===== src/rtl/operand_fetch_stage_pkg.sv =====
`default_nettype none
// +--------------------------------------------------------------------+
// | operand_fetch_stage_pkg : shared register/selector types           |
// | Rev 1.0                                                            |
// +--------------------------------------------------------------------+
package operand_fetch_stage_pkg;

  typedef logic [2:0] reg_idx_t;
  typedef logic [3:0] sel_b_t;

  localparam int     NUM_REGS  = 8;
  localparam sel_b_t SEL_B_IMM = 4'd8;

  typedef enum logic {
    SLOT_EMPTY = 1'b0,
    SLOT_FULL  = 1'b1
  } slot_state_t;

  // Side B reads the register file only for selector values 0..7.
  function automatic logic sel_b_is_reg(input sel_b_t s);
    return s < sel_b_t'(NUM_REGS);
  endfunction

endpackage
`default_nettype wire


===== src/rtl/operand_fetch_stage_register_bank.sv =====
`default_nettype none
// +--------------------------------------------------------------------+
// | register_bank : 8-entry register file, 1 write / 2 async reads     |
// | Rev 1.0                                                            |
// +--------------------------------------------------------------------+
module register_bank
  import operand_fetch_stage_pkg::*;
#(
  parameter int WORD_SIZE = 8
) (
  input  logic                 clk,
  input  logic                 reset,
  input  logic                 wr_en,
  input  logic [2:0]           wr_idx,
  input  logic [WORD_SIZE-1:0] wr_data,
  input  logic [2:0]           rd_a_idx,
  output logic [WORD_SIZE-1:0] rd_a_data,
  input  logic [2:0]           rd_b_idx,
  output logic [WORD_SIZE-1:0] rd_b_data
);

  logic [WORD_SIZE-1:0] mem_q [NUM_REGS];
  logic [WORD_SIZE-1:0] mem_d [NUM_REGS];

  always_comb begin
    mem_d = mem_q;
    if (wr_en) begin
      mem_d[wr_idx] = wr_data;
    end
  end

  always_ff @(posedge clk or posedge reset) begin
    if (reset) begin
      for (int i = 0; i < NUM_REGS; i++) begin
        mem_q[i] <= '0;
      end
    end else begin
      mem_q <= mem_d;
    end
  end

  assign rd_a_data = mem_q[rd_a_idx];
  assign rd_b_data = mem_q[rd_b_idx];

endmodule
`default_nettype wire


===== src/rtl/operand_fetch_stage.sv =====
`default_nettype none
// +--------------------------------------------------------------------+
// | operand_fetch_stage : register file, RAW/WAW scoreboard, operand   |
// | bypass and single-entry output slot feeding the ALU. Rev 1.0       |
// +--------------------------------------------------------------------+
module operand_fetch_stage
  import operand_fetch_stage_pkg::*;
#(
  parameter int WORD_SIZE = 8
) (
  input  logic                 clk,
  input  logic                 reset,
  input  logic                 in_valid,
  output logic                 in_ready,
  input  logic [2:0]           sel_a,
  input  logic [3:0]           sel_b,
  input  logic [WORD_SIZE-1:0] imm8,
  input  logic [2:0]           dest,
  input  logic                 dest_en,
  output logic                 out_valid,
  input  logic                 out_ready,
  output logic [WORD_SIZE-1:0] op_a,
  output logic [WORD_SIZE-1:0] op_b,
  output logic [2:0]           out_dest,
  output logic                 out_dest_en,
  input  logic                 wb_en,
  input  logic [2:0]           wb_sel,
  input  logic [WORD_SIZE-1:0] wb_data
);

  slot_state_t          state_q, state_d;
  logic [NUM_REGS-1:0]  pending_q, pending_d;
  logic [NUM_REGS-1:0]  clear_mask, pending_live;
  logic [WORD_SIZE-1:0] op_a_q, op_a_d, op_b_q, op_b_d;
  logic [2:0]           out_dest_q, out_dest_d;
  logic                 out_dest_en_q, out_dest_en_d;

  logic [WORD_SIZE-1:0] rd_a, rd_b;
  logic                 b_used, hazard, accept;

  register_bank #(.WORD_SIZE(WORD_SIZE)) u_bank (
    .clk       (clk),
    .reset     (reset),
    .wr_en     (wb_en),
    .wr_idx    (wb_sel),
    .wr_data   (wb_data),
    .rd_a_idx  (sel_a),
    .rd_a_data (rd_a),
    .rd_b_idx  (sel_b[2:0]),
    .rd_b_data (rd_b)
  );

  // A write-back this cycle retires its register's pending bit early, so
  // hazard detection looks at the scoreboard with that bit already cleared.
  always_comb begin
    clear_mask = '0;
    if (wb_en) begin
      clear_mask[wb_sel] = 1'b1;
    end
    pending_live = pending_q & ~clear_mask;
    b_used       = sel_b_is_reg(sel_b);
    hazard       = pending_live[sel_a]
                 | (b_used  & pending_live[sel_b[2:0]])
                 | (dest_en & pending_live[dest]);
    in_ready     = !hazard && ((state_q == SLOT_EMPTY) || out_ready);
    accept       = in_valid && in_ready;
  end

  always_comb begin
    state_d       = state_q;
    pending_d     = pending_live;
    op_a_d        = op_a_q;
    op_b_d        = op_b_q;
    out_dest_d    = out_dest_q;
    out_dest_en_d = out_dest_en_q;

    if (accept) begin
      state_d       = SLOT_FULL;
      out_dest_d    = dest;
      out_dest_en_d = dest_en;
      op_a_d        = (wb_en && (wb_sel == sel_a)) ? wb_data : rd_a;
      if (b_used) begin
        op_b_d = (wb_en && (wb_sel == sel_b[2:0])) ? wb_data : rd_b;
      end else if (sel_b_t'(sel_b) == SEL_B_IMM) begin
        op_b_d = imm8;
      end else begin
        op_b_d = '0;
      end
      // Set is applied after clear so a same-cycle set on the same bit wins.
      if (dest_en) begin
        pending_d[dest] = 1'b1;
      end
    end else if ((state_q == SLOT_FULL) && out_ready) begin
      state_d = SLOT_EMPTY;
    end
  end

  always_ff @(posedge clk or posedge reset) begin
    if (reset) begin
      state_q       <= SLOT_EMPTY;
      pending_q     <= '0;
      op_a_q        <= '0;
      op_b_q        <= '0;
      out_dest_q    <= '0;
      out_dest_en_q <= 1'b0;
    end else begin
      state_q       <= state_d;
      pending_q     <= pending_d;
      op_a_q        <= op_a_d;
      op_b_q        <= op_b_d;
      out_dest_q    <= out_dest_d;
      out_dest_en_q <= out_dest_en_d;
    end
  end

  assign out_valid   = (state_q == SLOT_FULL);
  assign op_a        = op_a_q;
  assign op_b        = op_b_q;
  assign out_dest    = out_dest_q;
  assign out_dest_en = out_dest_en_q;

endmodule
`default_nettype wire


===== config.mk =====
export PLATFORM = sky130hd
export DESIGN_NAME = operand_fetch_stage
export DESIGN_NICKNAME = d
export VERILOG_FILES = /design/src/rtl/operand_fetch_stage_pkg.sv /design/src/rtl/operand_fetch_stage_register_bank.sv /design/src/rtl/operand_fetch_stage.sv
export SDC_FILE = /design/constraint.sdc
export NUM_CORES = 1
export LEC_CHECK = 0
export ABC_AREA = 1
export BUFFER_PORTS_ARGS = -buffer_cell sky130_fd_sc_hd__buf_2
export CELL_PAD_IN_SITES_DETAIL_PLACEMENT = 1
export CELL_PAD_IN_SITES_GLOBAL_PLACEMENT = 2
export CORE_MARGIN = 2
export CORE_UTILIZATION = 30
export CTS_CLUSTER_DIAMETER = 150
export DETAILED_ROUTE_END_ITERATION = 8
export PLACE_DENSITY_LB_ADDON = 0.1
export SETUP_SLACK_MARGIN = 0.3
export SYNTH_ARGS = -nofsm -noshare
export SYNTH_HDL_FRONTEND = slang
export SYNTH_SLANG_ARGS = --single-unit

===== constraint.sdc =====
create_clock -name clk -period 2.67 [get_ports clk]
set_input_delay 0.267 -clock clk [delete_from_list [all_inputs] [get_ports clk]]
set_output_delay 0.267 -clock clk [all_outputs]
set_load 0.02 [all_outputs]

[Word level (Yosys, flattened, before mapping)]
Index checks and enable logic that the tools add are counted.
Word-level totals
  flip-flop bits (word level): 93
  input port bits: 35
  output and inout bits: 22
  word-level logic and storage cells: 78
Operators by class
  order comparisons: 11
  eq/ne operators: 3
  multiplexer cells: 28
  bitwise operators: 11
  reduce and logical (&&, ||, !) cells: 11
Operator list (count)
  two-way mux 8 bit: 12
  bitwise mux 64 bit: 1
  binary-select mux 8 bit (select 3 bit): 2
  demux 8 bit (select 3 bit): 1
  less-than comparator 3 x 4 -> 1 bit, second input constant: 4
  greater-or-equal comparator 4 bit, second input constant: 3
  inverter 3 -> 4 bit: 3
  binary-select mux 1 bit (select 3 bit): 3
  AND 8 bit: 1
  logical AND 1 bit: 8
  inverter 8 bit: 1
  bitwise OR 8 bit: 1
  two-way mux 1 bit: 7
  demux 1 bit (select 3 bit): 2
  equality test 3 bit: 2
  greater-or-equal comparator 3 x 1 -> 1 bit, second input constant: 2
  equality test 4 bit, second input constant: 1
  less-than comparator 4 x 1 -> 1 bit, second input constant: 1
  less-than comparator 4 bit, second input constant: 1
  AND 1 bit: 2
  bitwise OR 1 bit: 2
  nonzero test 2 bit: 1
  zero test 1 bit: 1
  logical OR 1 bit: 1
  inverter 1 bit: 1

[Logic depth before layout (Yosys ltp)]
Gate-level depths: netlist of the first run.
  depth after elaboration: 16
  depth in mapped cells: 14
  mapped depth without buffers: 13

[Hierarchy]
A second synthesis of the first run with hierarchy kept.
Unflattened totals
  cells, all modules: 919
  area total of the unflattened synthesis: 5972.0 um^2
By module, submodules not included
  register_bank: times used 1, cells each 590, area each 3806.2 um^2, seq. area each 1601.5 um^2
  operand_fetch_stage: times used 1, cells each 329, area each 2165.8 um^2, seq. area each 725.7 um^2

[Worst setup path before layout of the first run]
Ideal clock, no wire load.
  path kind: input port to output port
  start point: input port sel_b[0]
  end point: output port in_ready
  arrival time: 1.576 ns
  required time: 2.403 ns
  slack: 0.827 ns
  stages: 11
  buffers on the path: 2
  path through: buf_2 -> inv_1 -> nor2_2 -> inv_1 -> nor2_1 -> nor2_1 -> nand2_1 -> nand2_1 -> a21oi_1 -> buf_4 -> and2_1
On the way
  longest elaborated chain between the ends: 7
  elaborated cells on any way between the ends: 8
  classes of those cells: order compare: 1; mux: 2; bitwise: 3; reduce/logical: 2
RTL lines
  start, declared: RTL line operand_fetch_stage.sv:16  | input logic [3:0] sel_b,
  binary-select mux 1 bit (select 3 bit): RTL line operand_fetch_stage.sv:63  | | (b_used & pending_live[sel_b[2:0]])
  two-way mux 1 bit (not written as such): RTL line operand_fetch_stage.sv:63
  AND 1 bit *: RTL line operand_fetch_stage.sv:63
  bitwise OR 1 bit *: RTL line operand_fetch_stage.sv:63
  bitwise OR 1 bit *: RTL line operand_fetch_stage.sv:64  | | (dest_en & pending_live[dest]);
  zero test 1 bit *: RTL line operand_fetch_stage.sv:65  | in_ready = !hazard && ((state_q == SLOT_EMPTY) || out_ready);
  logical AND 1 bit *: RTL line operand_fetch_stage.sv:65
  end, declared: RTL line operand_fetch_stage.sv:14  | output logic in_ready,
Mark *: on every way between the ends. The rest lies on a longest branch, timed or not. The select of a mux whose other input is x is not followed.

[Worst setup path after layout of the first run]
  start point: input port wb_en
  end point: output port in_ready
On the way
  longest elaborated chain between the ends: 10
  elaborated cells on any way between the ends: 15
  classes of those cells: mux: 7; bitwise: 6; reduce/logical: 2
RTL lines
  start, declared: RTL line operand_fetch_stage.sv:26  | input logic wb_en,
  two-way mux 8 bit *: RTL line operand_fetch_stage.sv:57  | if (wb_en) begin
  inverter 8 bit *: RTL line operand_fetch_stage.sv:60  | pending_live = pending_q & ~clear_mask;
  AND 8 bit *: RTL line operand_fetch_stage.sv:60
  binary-select mux 1 bit (select 3 bit): RTL line operand_fetch_stage.sv:63
  two-way mux 1 bit (not written as such): RTL line operand_fetch_stage.sv:63
  AND 1 bit: RTL line operand_fetch_stage.sv:63
  bitwise OR 1 bit: RTL line operand_fetch_stage.sv:63
  bitwise OR 1 bit *: RTL line operand_fetch_stage.sv:64
  zero test 1 bit *: RTL line operand_fetch_stage.sv:65
  logical AND 1 bit *: RTL line operand_fetch_stage.sv:65
Marks and branches as above.

==> key figures, run 1 <==
Global routing
  – Initial antenna violation count: 0
  – Vias in the first global route: around 5700
  – First-pass GRT wire length: 34.0 mm
  – GR Overflow Total: 0
  – Largest net degree at the start of global routing: 94
  – GRT Total Usage: between 20 and 25%

Worst setup path
  – WP data required: around 2.4 ns
  – WS Path Type: input pin to output port
  – Worst setup SP type: input pin
  – CP max stage delay: around 0.27 ns
  – CP max stage cell: nor2_1
  – Critical Path AT: between 1.5 and 2 ns
  – CP top delay family: simple AND/OR/NAND/NOR gates
  – CP max FO: 8
  – CP endpoint kind: output port
  – Worst path cell trace: buf_2 -> inv_1 -> nor2_1 -> nand2_2 -> a21oi_1 -> nor2_1 -> nand2_1 -> nand2_1 -> a21oi_2 -> and2_1 -> buf_2
  – CP Buf/Inv Count: 3

Place
  – Hpwl dp: roughly 15 mm
  – Setup slack at placement: about 0.48 ns
  – Port Buf Inserts: 56
  – Final GP Congestion: approximately 0.85

Floorplanning
  – Initial Util: 30.3%
  – Die Width: approximately 140 um
  – Core area: 17800 um2
  – Die H: 138 um
  – Die area: ~19000 um2
  – Rows: 49
  – # IOs: 57

STA
  – Total Neg Setup Slack: 0 ns
  – Worst-margin pin slew: 0.603 ns
  – Final Hold Fails: 0
  – Final Cycle Share: 82.9%
  – RSZ-0062 raised after global routing: false
  – PnR worst setup slack: 0.457 ns
  – Max-slew headroom: around 60%
  – Fin. max-slew vios: 0
  – Final Skew: 0.00545 ns
  – Final setup violation count: 0
  – Max Clk Rate: about 450 MHz
  – Post-layout min period: approximately 2.2 ns

Cells and area
  – Most frequent cells in the layout: 275 x nand2_1, 102 x o21ai_0, 93 x dfrtp_1
  – Final #Nets: between 800 and 900
  – Area grow syn2layout: 17.4%
  – Ant. Diodes: 0
  – Final Util: 35.5%
  – Layout cells sized above 1: 14.7%
  – Commonest non-fill, non-tap cell in the layout: nand2_1

Clock tree
  – Clock Tree Buf Depth: 2
  – CTS HTree Levels: 3
  – CTS tree: done
  – CTS Sinks: a little over 90
  – CTS root buf: clkbuf_16
  – Clock slew at reported path FFs: roughly 0.07 ns
  – Number of setup buffers added after CTS: 0
  – Clk Latency, worst-skew pair: approximately 0.35 ns
  – Total CTS buffers: 9
  – # hold bufs at CTS: 0
  – Post_cts resized: 0

Drt
  – Avg WL per Cell: roughly 20 um
  – 1st-iter DRT viols: a little under 400
  – Final ANT Viol Nets: 0
  – DRC violations left: 0
  – DR pass1 iterations: 5
  – Vias per cell: between 5 and 6
  – Via count: 5564
  – Post-Route WL: between 20 and 25 mm

Power and ir drop
  – Leak: 3.15 nW
  – Worst vdd ir: between 0.3 and 0.4 mV
  – Power Dens Cells: approximately 750 nW/um2

Synth
  – Syn. warnings: 0
  – Seq/Total Area, Yosys: between 40% and 50%
  – Avg Inst Size Synth: between 6 and 7 um2
  – Mapped Area: 5400 um2
  – Post-Syn Instances: 779
  – Synth cell types: 28
  – Synthesized flop and latch total: 93
  – Syn Nets: 814

Flow run
  – # Max-Cap Violations: 0

Run status
  – Result of the run: finished clean

Hold path
  – Worst hold-check path type: input pin to async pin
cell type report:
cell class / instances / area (um2)
fill: 2275 / 11500
clock buffer: 10 / 239
multi-input combinational: 576 / 2640
clock inverter: 6 / 61.3
tap: 229 / 287
inverter: 68 / 259
timing repair buffer: 86 / 531
sequential: 93 / 2330
synthesized netlist by cell type:
| cell type | count | share of area [%] |
|---|---|---|
| a21oi_1 | 25 | 2.3 |
| nand4_1 | 38 | 4.4 |
| a31o_2 | 3 | 0.49 |
| nor4_1 | 2 | 0.23 |
| nand3_1 | 54 | 5.0 |
| buf_6 | 1 | 0.21 |
| nor2_2 | 4 | 0.46 |
| o211ai_1 | 7 | 0.97 |
| o21ai_0 | 102 | 9.5 |
| o31ai_1 | 1 | 0.14 |
| buf_1 | 1 | 0.069 |
| o22ai_1 | 9 | 1.0 |
| and2_1 | 1 | 0.12 |
| nand4_2 | 1 | 0.23 |
| a21boi_0 | 1 | 0.14 |
| clkinv_1 | 2 | 0.14 |
| inv_1 | 64 | 4.4 |
| nor2_4 | 3 | 0.63 |
| a31oi_1 | 4 | 0.46 |
| buf_2 | 7 | 0.65 |
| nand2_1 | 275 | 19 |
| dfrtp_1 | 93 | 43 |
| nor3_1 | 3 | 0.28 |
| buf_4 | 3 | 0.42 |
| inv_2 | 2 | 0.14 |
| clkbuf_1 | 30 | 2.1 |
| nor2_1 | 37 | 2.6 |
| nand2_2 | 6 | 0.70 |
registers in the layout (all words and copies together) (netlist names):
signal / flops
u_bank.mem_q: 64
op_a: 8
op_b: 8
pending_q: 8
out_dest: 3
out_dest_en: 1
out_valid: 1
cell families after synthesis:
group,synth area share (%)
buf+inv,8.16
compound gates,15.0
flops,43.1
simple gates,33.7
worst register-to-register path, stage by stage (launching register included):
cell      delay [ns]
dfrtp_1         0.40
a21boi_0        0.43
nor2_1          0.08
nor2_1          0.11
nand2_1         0.06
nand2_1         0.10
nand2_1         0.08
nand4_2         0.11
buf_4           0.23
nand2_1         0.07
nand2_1         0.07
metal layers:
layer / share of wire [%] / track usage, % / wire (um)
met1: 50 / 33.4 / 10700
met2: 45 / 35.8 / 9630
met3: 3.6 / 3.12 / 773
met4: 1.1 / 5.05 / 225
met5: 0 / 0 / 0
power by group:
| group | switching, mW | leakage, nW | internal [mW] |
|---|---|---|---|
| clock network | 0.602 | 0.149 | 0.751 |
| registers | 0.235 | 1.17 | 1.76 |
| logic | 0.956 | 1.83 | 0.474 |
final timing paths:
path,startpoint,end,slack [ns],cells past startpoint
worst max-delay path,wb_en,in_ready,0.46,11
worst min-delay path,reset,op_a[5]$_DFFE_PP0P_,0.01,3
worst max register to register,pending_q[5]$_DFF_PP0_,pending_q[5]$_DFF_PP0_,0.89,10
worst min register to register,out_dest[1]$_DFFE_PP0P_,out_dest[1]$_DFFE_PP0P_,0.47,2
max in group asynchronous,reset,u_bank.mem_q[18]$_DFFE_PP0P_,2.15,3
min in group clk,wb_data[6],u_bank.mem_q[6]$_DFFE_PP0P_,0.17,3
through the flow:
step	instances	power [mW]	hold WS, ns	area (um2)
final	1068	4.78	0.0110	6340
after detailed placement	1052	3.46	0.458	6040
after CTS	1068	4.84	0.0981	6340
after floorplan	779	2.89	0.388	5400
after global routing	1068	5.11	0.0894	6340
after global placement	1052	3.41	0.453	6040
Power figures use the tool's default switching activity.
==> inputs of run 2 (changes only) <==
--- a/config.mk
+++ b/config.mk
@@ -10,7 +10,7 @@
 export CELL_PAD_IN_SITES_DETAIL_PLACEMENT = 1
 export CELL_PAD_IN_SITES_GLOBAL_PLACEMENT = 2
 export CORE_MARGIN = 2
-export CORE_UTILIZATION = 30
+export CORE_UTILIZATION = 33
 export CTS_CLUSTER_DIAMETER = 150
 export DETAILED_ROUTE_END_ITERATION = 8
 export PLACE_DENSITY_LB_ADDON = 0.1
==> constraint.sdc (replaced) <==
create_clock -name clk -period 2.08 [get_ports clk]
set_input_delay 0.208 -clock clk [delete_from_list [all_inputs] [get_ports clk]]
set_output_delay 0.208 -clock clk [all_outputs]
set_load 0.02 [all_outputs]
==> key figures, run 2 (same netlist as run 1, synthesis figures left out) <==
Drt
  – Via count: roughly 5700
  – DR pass1 iterations: 4
  – Vias per cell: 5.30
  – Final ANT Viol Nets: 0
  – Post-Route WL: between 20 and 25 mm
  – Avg WL per Cell: ~20 um
  – 1st-iter DRT viols: between 400 and 500
  – DRC violations left: 0

Cells and area
  – Biggest register: u_bank.mem_q
  – Layout cells sized above 1: ~17%
  – Most frequent cells in the layout: 273 x nand2_1, 102 x o21ai_0, 93 x dfrtp_1
  – Max FFs per register: 64
  – Layout Cells excl Fill: between 1000 and 1500
  – Ant. Diodes: 0
  – Area grow syn2layout: 22.2%
  – Final #Nets: about 890
  – Commonest non-fill, non-tap cell in the layout: nand2_1
  – Final Instance Area: about 6600 um2
  – Final Util: 41.4%

Run status
  – Result of the run: finished clean

STA
  – Final Skew: about 0.0085 ns
  – Total Neg Setup Slack: 0 ns
  – Max Clk Rate: approximately 510 MHz
  – Final Hold Fails: 0
  – Final setup violation count: 0
  – Post-layout min period: a little under 2 ns
  – Fin. max-slew vios: 0
  – Final Cycle Share: between 90 and 100%
  – WHS: 0.106 ns
  – Max-slew headroom: roughly 60%
  – Worst-margin pin slew: around 0.59 ns
  – RSZ-0062 raised after global routing: true
  – PnR worst setup slack: about 0.12 ns

Place
  – Hpwl dp: approximately 16 mm
  – Final GP Congestion: around 0.96
  – Port Buf Inserts: between 50 and 60
  – Setup slack at placement: about 0.13 ns
  – DP Area: about 6000 um2
  – Placed insts: 1048

Worst setup path
  – Critical Path AT: 1.75 ns
  – Worst Reg-to-Reg Cells: 12
  – Reg2Reg Capture Point: pending_q[7]$_DFF_PP0_
  – Worst setup SP type: flip-flop
  – Reg2reg setup slack: about 0.17 ns
  – CP max FO: 3
  – WS Path Type: flip-flop to output port
  – WP data required: roughly 1.9 ns
  – Worst r2r src: pending_q[5]$_DFF_PP0_
  – CP endpoint kind: output port

Clock tree
  – CTS Sinks: 93
  – Total CTS buffers: 9
  – Clock slew at reported path FFs: 0.07 ns
  – CTS tree: done
  – CTS root buf: clkbuf_16
  – Clock Tree Buf Depth: 2
  – CTS HTree Levels: 3
  – Clk Latency, worst-skew pair: about 0.36 ns

Flow run
  – # Max-Cap Violations: 0

Power and ir drop
  – Power Dens Cells: 970 nW/um2
  – Leak: 3.27 nW
  – Worst vdd ir: around 0.39 mV
  – Design Power: about 6.4 mW

Floorplanning
  – Die Width: ~130 um
  – # IOs: 57
  – Die area: 17400 um2
  – Die H: approximately 130 um
  – Initial Util: between 30 and 40%
  – Rows: between 40 and 50
  – Core area: 15900 um2

Hold path
  – Hold path startpoint: wb_data[4]
  – Hold path depth: 3
  – Worst hold-check path type: input pin to flip-flop
  – Hold EP: u_bank.mem_q[36]$_DFFE_PP0P_

Global routing
  – Vias in the first global route: 5651
  – Largest net degree at the start of global routing: 62
  – GRT Total Usage: 24.5%
  – First-pass GRT wire length: approximately 33 mm
  – Initial antenna violation count: 0
  – GR Overflow Total: 0
==> run 2: changes by cell type in the layout (fill, tap and decap cells not counted), moves of 3 or more <==
cell and change:
clkinv_2 -3, buf_4 +8, nor2_1 -6, buf_12 +3, nor2_2 +4
==> run 2: area by class of cell <==
| type | count | area (um2) |
|---|---|---|
| Clock inverter | 6 | 70.1 |
| Tap cell | 216 | 270 |
| Fill cell | 2086 | 9350 |
| Timing Repair Buffer | 103 | 758 |
| Multi-Input combinational cell | 576 | 2670 |
| Inverter | 68 | 259 |
| Sequential cell | 93 | 2330 |
| Clock buffer | 10 | 239 |
==> run 2: timing repair <==
| item | in CTS | in global routing |
|---|---|---|
| gates resized for setup | 12 | 11 |
| hold endpoints to repair | 61 | 0 |
| hold buffers | 1 | 0 |
| gates cloned | 0 | 2 |
| setup endpoints to repair | 1 | 29 |
| pin swaps | 4 | 17 |
| buffers inserted | 2 | 3 |
==> run 2: power by group <==
part | switching [mW] | leakage [nW] | internal, mW | total (mW)
clock | 0.792 | 0.141 | 0.973 | 1.76
combinational | 1.30 | 1.96 | 0.750 | 2.05
sequential | 0.324 | 1.17 | 2.26 | 2.58
==> run 2: worst max path at each step <==
stage	cells after the start	startpoint	to	slack [ns]
after CTS	8	pending_q[5]$_DFF_PP0_	in_ready	0.17
after floorplan	11	sel_b[0]	in_ready	0.36
after global placement	11	wb_sel[0]	in_ready	0.14
after global routing	8	pending_q[5]$_DFF_PP0_	in_ready	0.03
after detailed placement	13	wb_en	in_ready	0.13
final	8	pending_q[5]$_DFF_PP0_	in_ready	0.12
==> run 2: critical path: stages (launching register included) <==
cell,delay [ns]
dfrtp_1,0.40
a21boi_2,0.22
nor2_1,0.06
nor2_1,0.15
nand2_1,0.09
nand2_2,0.10
a21oi_2,0.07
and2_4,0.17
buf_6,0.13
==> run 2: routing by layer <==
| layer | vias up | global-route usage [%] | routed length, um |
|---|---|---|---|
| met5 | - | 0 | 0 |
| met4 | 0 | 6.40 | 302 |
| met3 | 19 | 3.61 | 1040 |
| met2 | 146 | 36.7 | 9330 |
| met1 | 2806 | 36.8 | 10600 |
| li1 | 2709 | - | - |
==> inputs of run 3 (changes only) <==
--- a/config.mk
+++ b/config.mk
@@ -14,6 +14,7 @@
 export CTS_CLUSTER_DIAMETER = 150
 export DETAILED_ROUTE_END_ITERATION = 8
 export PLACE_DENSITY_LB_ADDON = 0.1
+export REMOVE_ABC_BUFFERS = 1
 export SETUP_SLACK_MARGIN = 0.3
 export SYNTH_ARGS = -nofsm -noshare
 export SYNTH_HDL_FRONTEND = slang
==> key figures, run 3 (same netlist as run 1, synthesis figures left out) <==
Clock tree
  – Clk Latency, worst-skew pair: around 0.35 ns
  – Clock Tree Buf Depth: 2
  – CTS tree: done
  – CTS root buf: clkbuf_16
  – CTS HTree Levels: 3
  – Clock slew at reported path FFs: around 0.07 ns
  – CTS Sinks: 93
  – Total CTS buffers: 9

Floorplanning
  – Initial Util: between 30% and 40%
  – Rows: 46
  – Die area: ~17000 um2
  – # IOs: between 50 and 60
  – Die Width: 132 um
  – Core area: approximately 16000 um2
  – Die H: approximately 130 um

Drt
  – Vias per cell: 5.36
  – Via count: 5774
  – DRC violations left: 0
  – DR pass1 iterations: 5
  – 1st-iter DRT viols: 354
  – Post-Route WL: 22.1 mm
  – Final ANT Viol Nets: 0
  – Avg WL per Cell: around 21 um

Power and ir drop
  – Switching pwr: between 2 and 2.5 mW
  – Design Power: around 6.3 mW
  – Power Dens Cells: between 900 and 1000 nW/um2
  – Sequential Power Share: about two fifths
  – Clock power share: around 28%
  – Switching share of power: 37.8%
  – Leak: about 3.3 nW
  – Gate power share: 31.7%
  – Cell Int Power: 3.93 mW
  – Worst vdd ir: approximately 0.46 mV

Global routing
  – GR Overflow Total: 0
  – First-pass GRT wire length: around 35 mm
  – Largest net degree at the start of global routing: between 40 and 50
  – Vias in the first global route: between 6000 and 7000
  – Initial antenna violation count: 0
  – GRT Total Usage: between 20% and 30%

Place
  – Port Buf Inserts: 56
  – Hpwl dp: 15.5 mm
  – DP Area: 6140 um2
  – Final GP Congestion: between 0.8 and 0.9
  – Setup slack at placement: between 0.03 and 0.04 ns

Cells and area
  – Commonest non-fill, non-tap cell in the layout: nand2_1
  – Reg area: around 2300 um2
  – Area grow syn2layout: 22.4%
  – Most frequent cells in the layout: 273 x nand2_1, 102 x o21ai_0, 93 x dfrtp_1
  – Layout cells sized above 1: 18.7%
  – Filler cells: 2067
  – Multi-input logic area: roughly 2700 um2
  – Ant. Diodes: 0
  – Biggest register: u_bank.mem_q
  – Max FFs per register: 64
  – Final Instance Area: 6610 um2
  – Final #Nets: around 890

Hold path
  – Hold EP: u_bank.mem_q[7]$_DFFE_PP0P_
  – Hold path startpoint: wb_data[7]
  – Worst hold-check path type: input pin to flip-flop
  – Hold path depth: 3

STA
  – Final setup violation count: 0
  – Final Hold Fails: 0
  – Max Clk Rate: 536 MHz
  – Post-layout min period: about 1.9 ns
  – Worst-margin pin slew: around 0.57 ns
  – Final Skew: 0.00455 ns
  – RSZ-0062 raised after global routing: true
  – Final Cycle Share: 89.6%
  – Fin. max-slew vios: 0
  – Max-slew headroom: a little over 60%
  – PnR worst setup slack: 0.215 ns

Worst setup path
  – Reg2Reg Capture Point: pending_q[4]$_DFF_PP0_
  – Worst Reg-to-Reg Cells: 12
  – Reg2reg setup slack: approximately 0.38 ns
  – WS Path Type: flip-flop to output port
  – CP endpoint kind: output port
  – Critical Path AT: approximately 1.7 ns
  – Worst r2r src: pending_q[3]$_DFF_PP0_
  – CP max FO: 4
  – WP data required: between 1.5 and 2 ns
  – Worst setup SP type: flip-flop

Flow run
  – # Max-Cap Violations: 0

Run status
  – Result of the run: finished clean
[run 3: cell type report]
cell class                 count  area share [%]
multi-input combinational    576            41.1
sequential                    93            35.2
clock inverter                 7            1.12
clock buffer                   9            3.41
tap                          216            4.09
timing repair buffer         109            11.1
inverter                      68            3.99
[run 3: layer usage]
layer,vias to the layer above,wire length [um],GRT usage [%]
li1,2724,-,-
met1,2905,10500,36.5
met2,113,10300,42.7
met3,32,770,3.38
met4,0,480,7.91
met5,-,0,0
[run 3: metrics by stage]
stage               std cells  hold WS, ns  setup TNS [ns]  util [%]
detailed placement       1056        0.210               0      38.5
global route             1078        0.135               0      41.5
global placement         1056        0.203               0      38.5
floorplan                 737        0.329          -62.99         -
finish                   1078        0.107               0      41.5
CTS                      1075       0.0989               0      40.9
[run 3: worst max-delay path by stage]
| stage | end | startpoint | slack [ns] |
|---|---|---|---|
| after floorplan | in_ready | sel_b[0] | -0.58 |
| after global placement | in_ready | wb_sel[1] | 0.05 |
| after detailed placement | out_dest[1]$_DFFE_PP0P_ | sel_a[0] | 0.04 |
| after CTS | in_ready | pending_q[5]$_DFF_PP0_ | 0.21 |
| after global routing | in_ready | pending_q[3]$_DFF_PP0_ | 0.14 |
| final | in_ready | pending_q[3]$_DFF_PP0_ | 0.22 |
[run 3: worst max-delay path, stage by stage (launching register included)]
cell and delay (ns):
dfrtp_1 0.38, inv_1 0.08, nor2_4 0.13, nand2_1 0.08
nand3_1 0.08, nand2_1 0.09, nor2_2 0.12, a21oi_2 0.05
and2_4 0.17, buf_6 0.12
[run 3: repair_timing]
item	in CTS	in global routing
buffers inserted	2	2
hold endpoints to repair	22	0
hold buffers	1	0
pin swaps	5	3
setup endpoints to repair	6	23
gates cloned	0	1
resized for setup	19	14
[run 3: power by group through the flow]
stage          registers (mW)  clock network, mW  logic, mW
3_5_place_dp             2.59                  0       1.86
6_report                 2.57               1.75       2.00
2_1_floorplan            2.70                  0      0.934
5_1_grt                  2.62               1.85       2.23
3_3_place_gp             2.58                  0       1.81
4_1_cts                  2.56               1.79       1.95
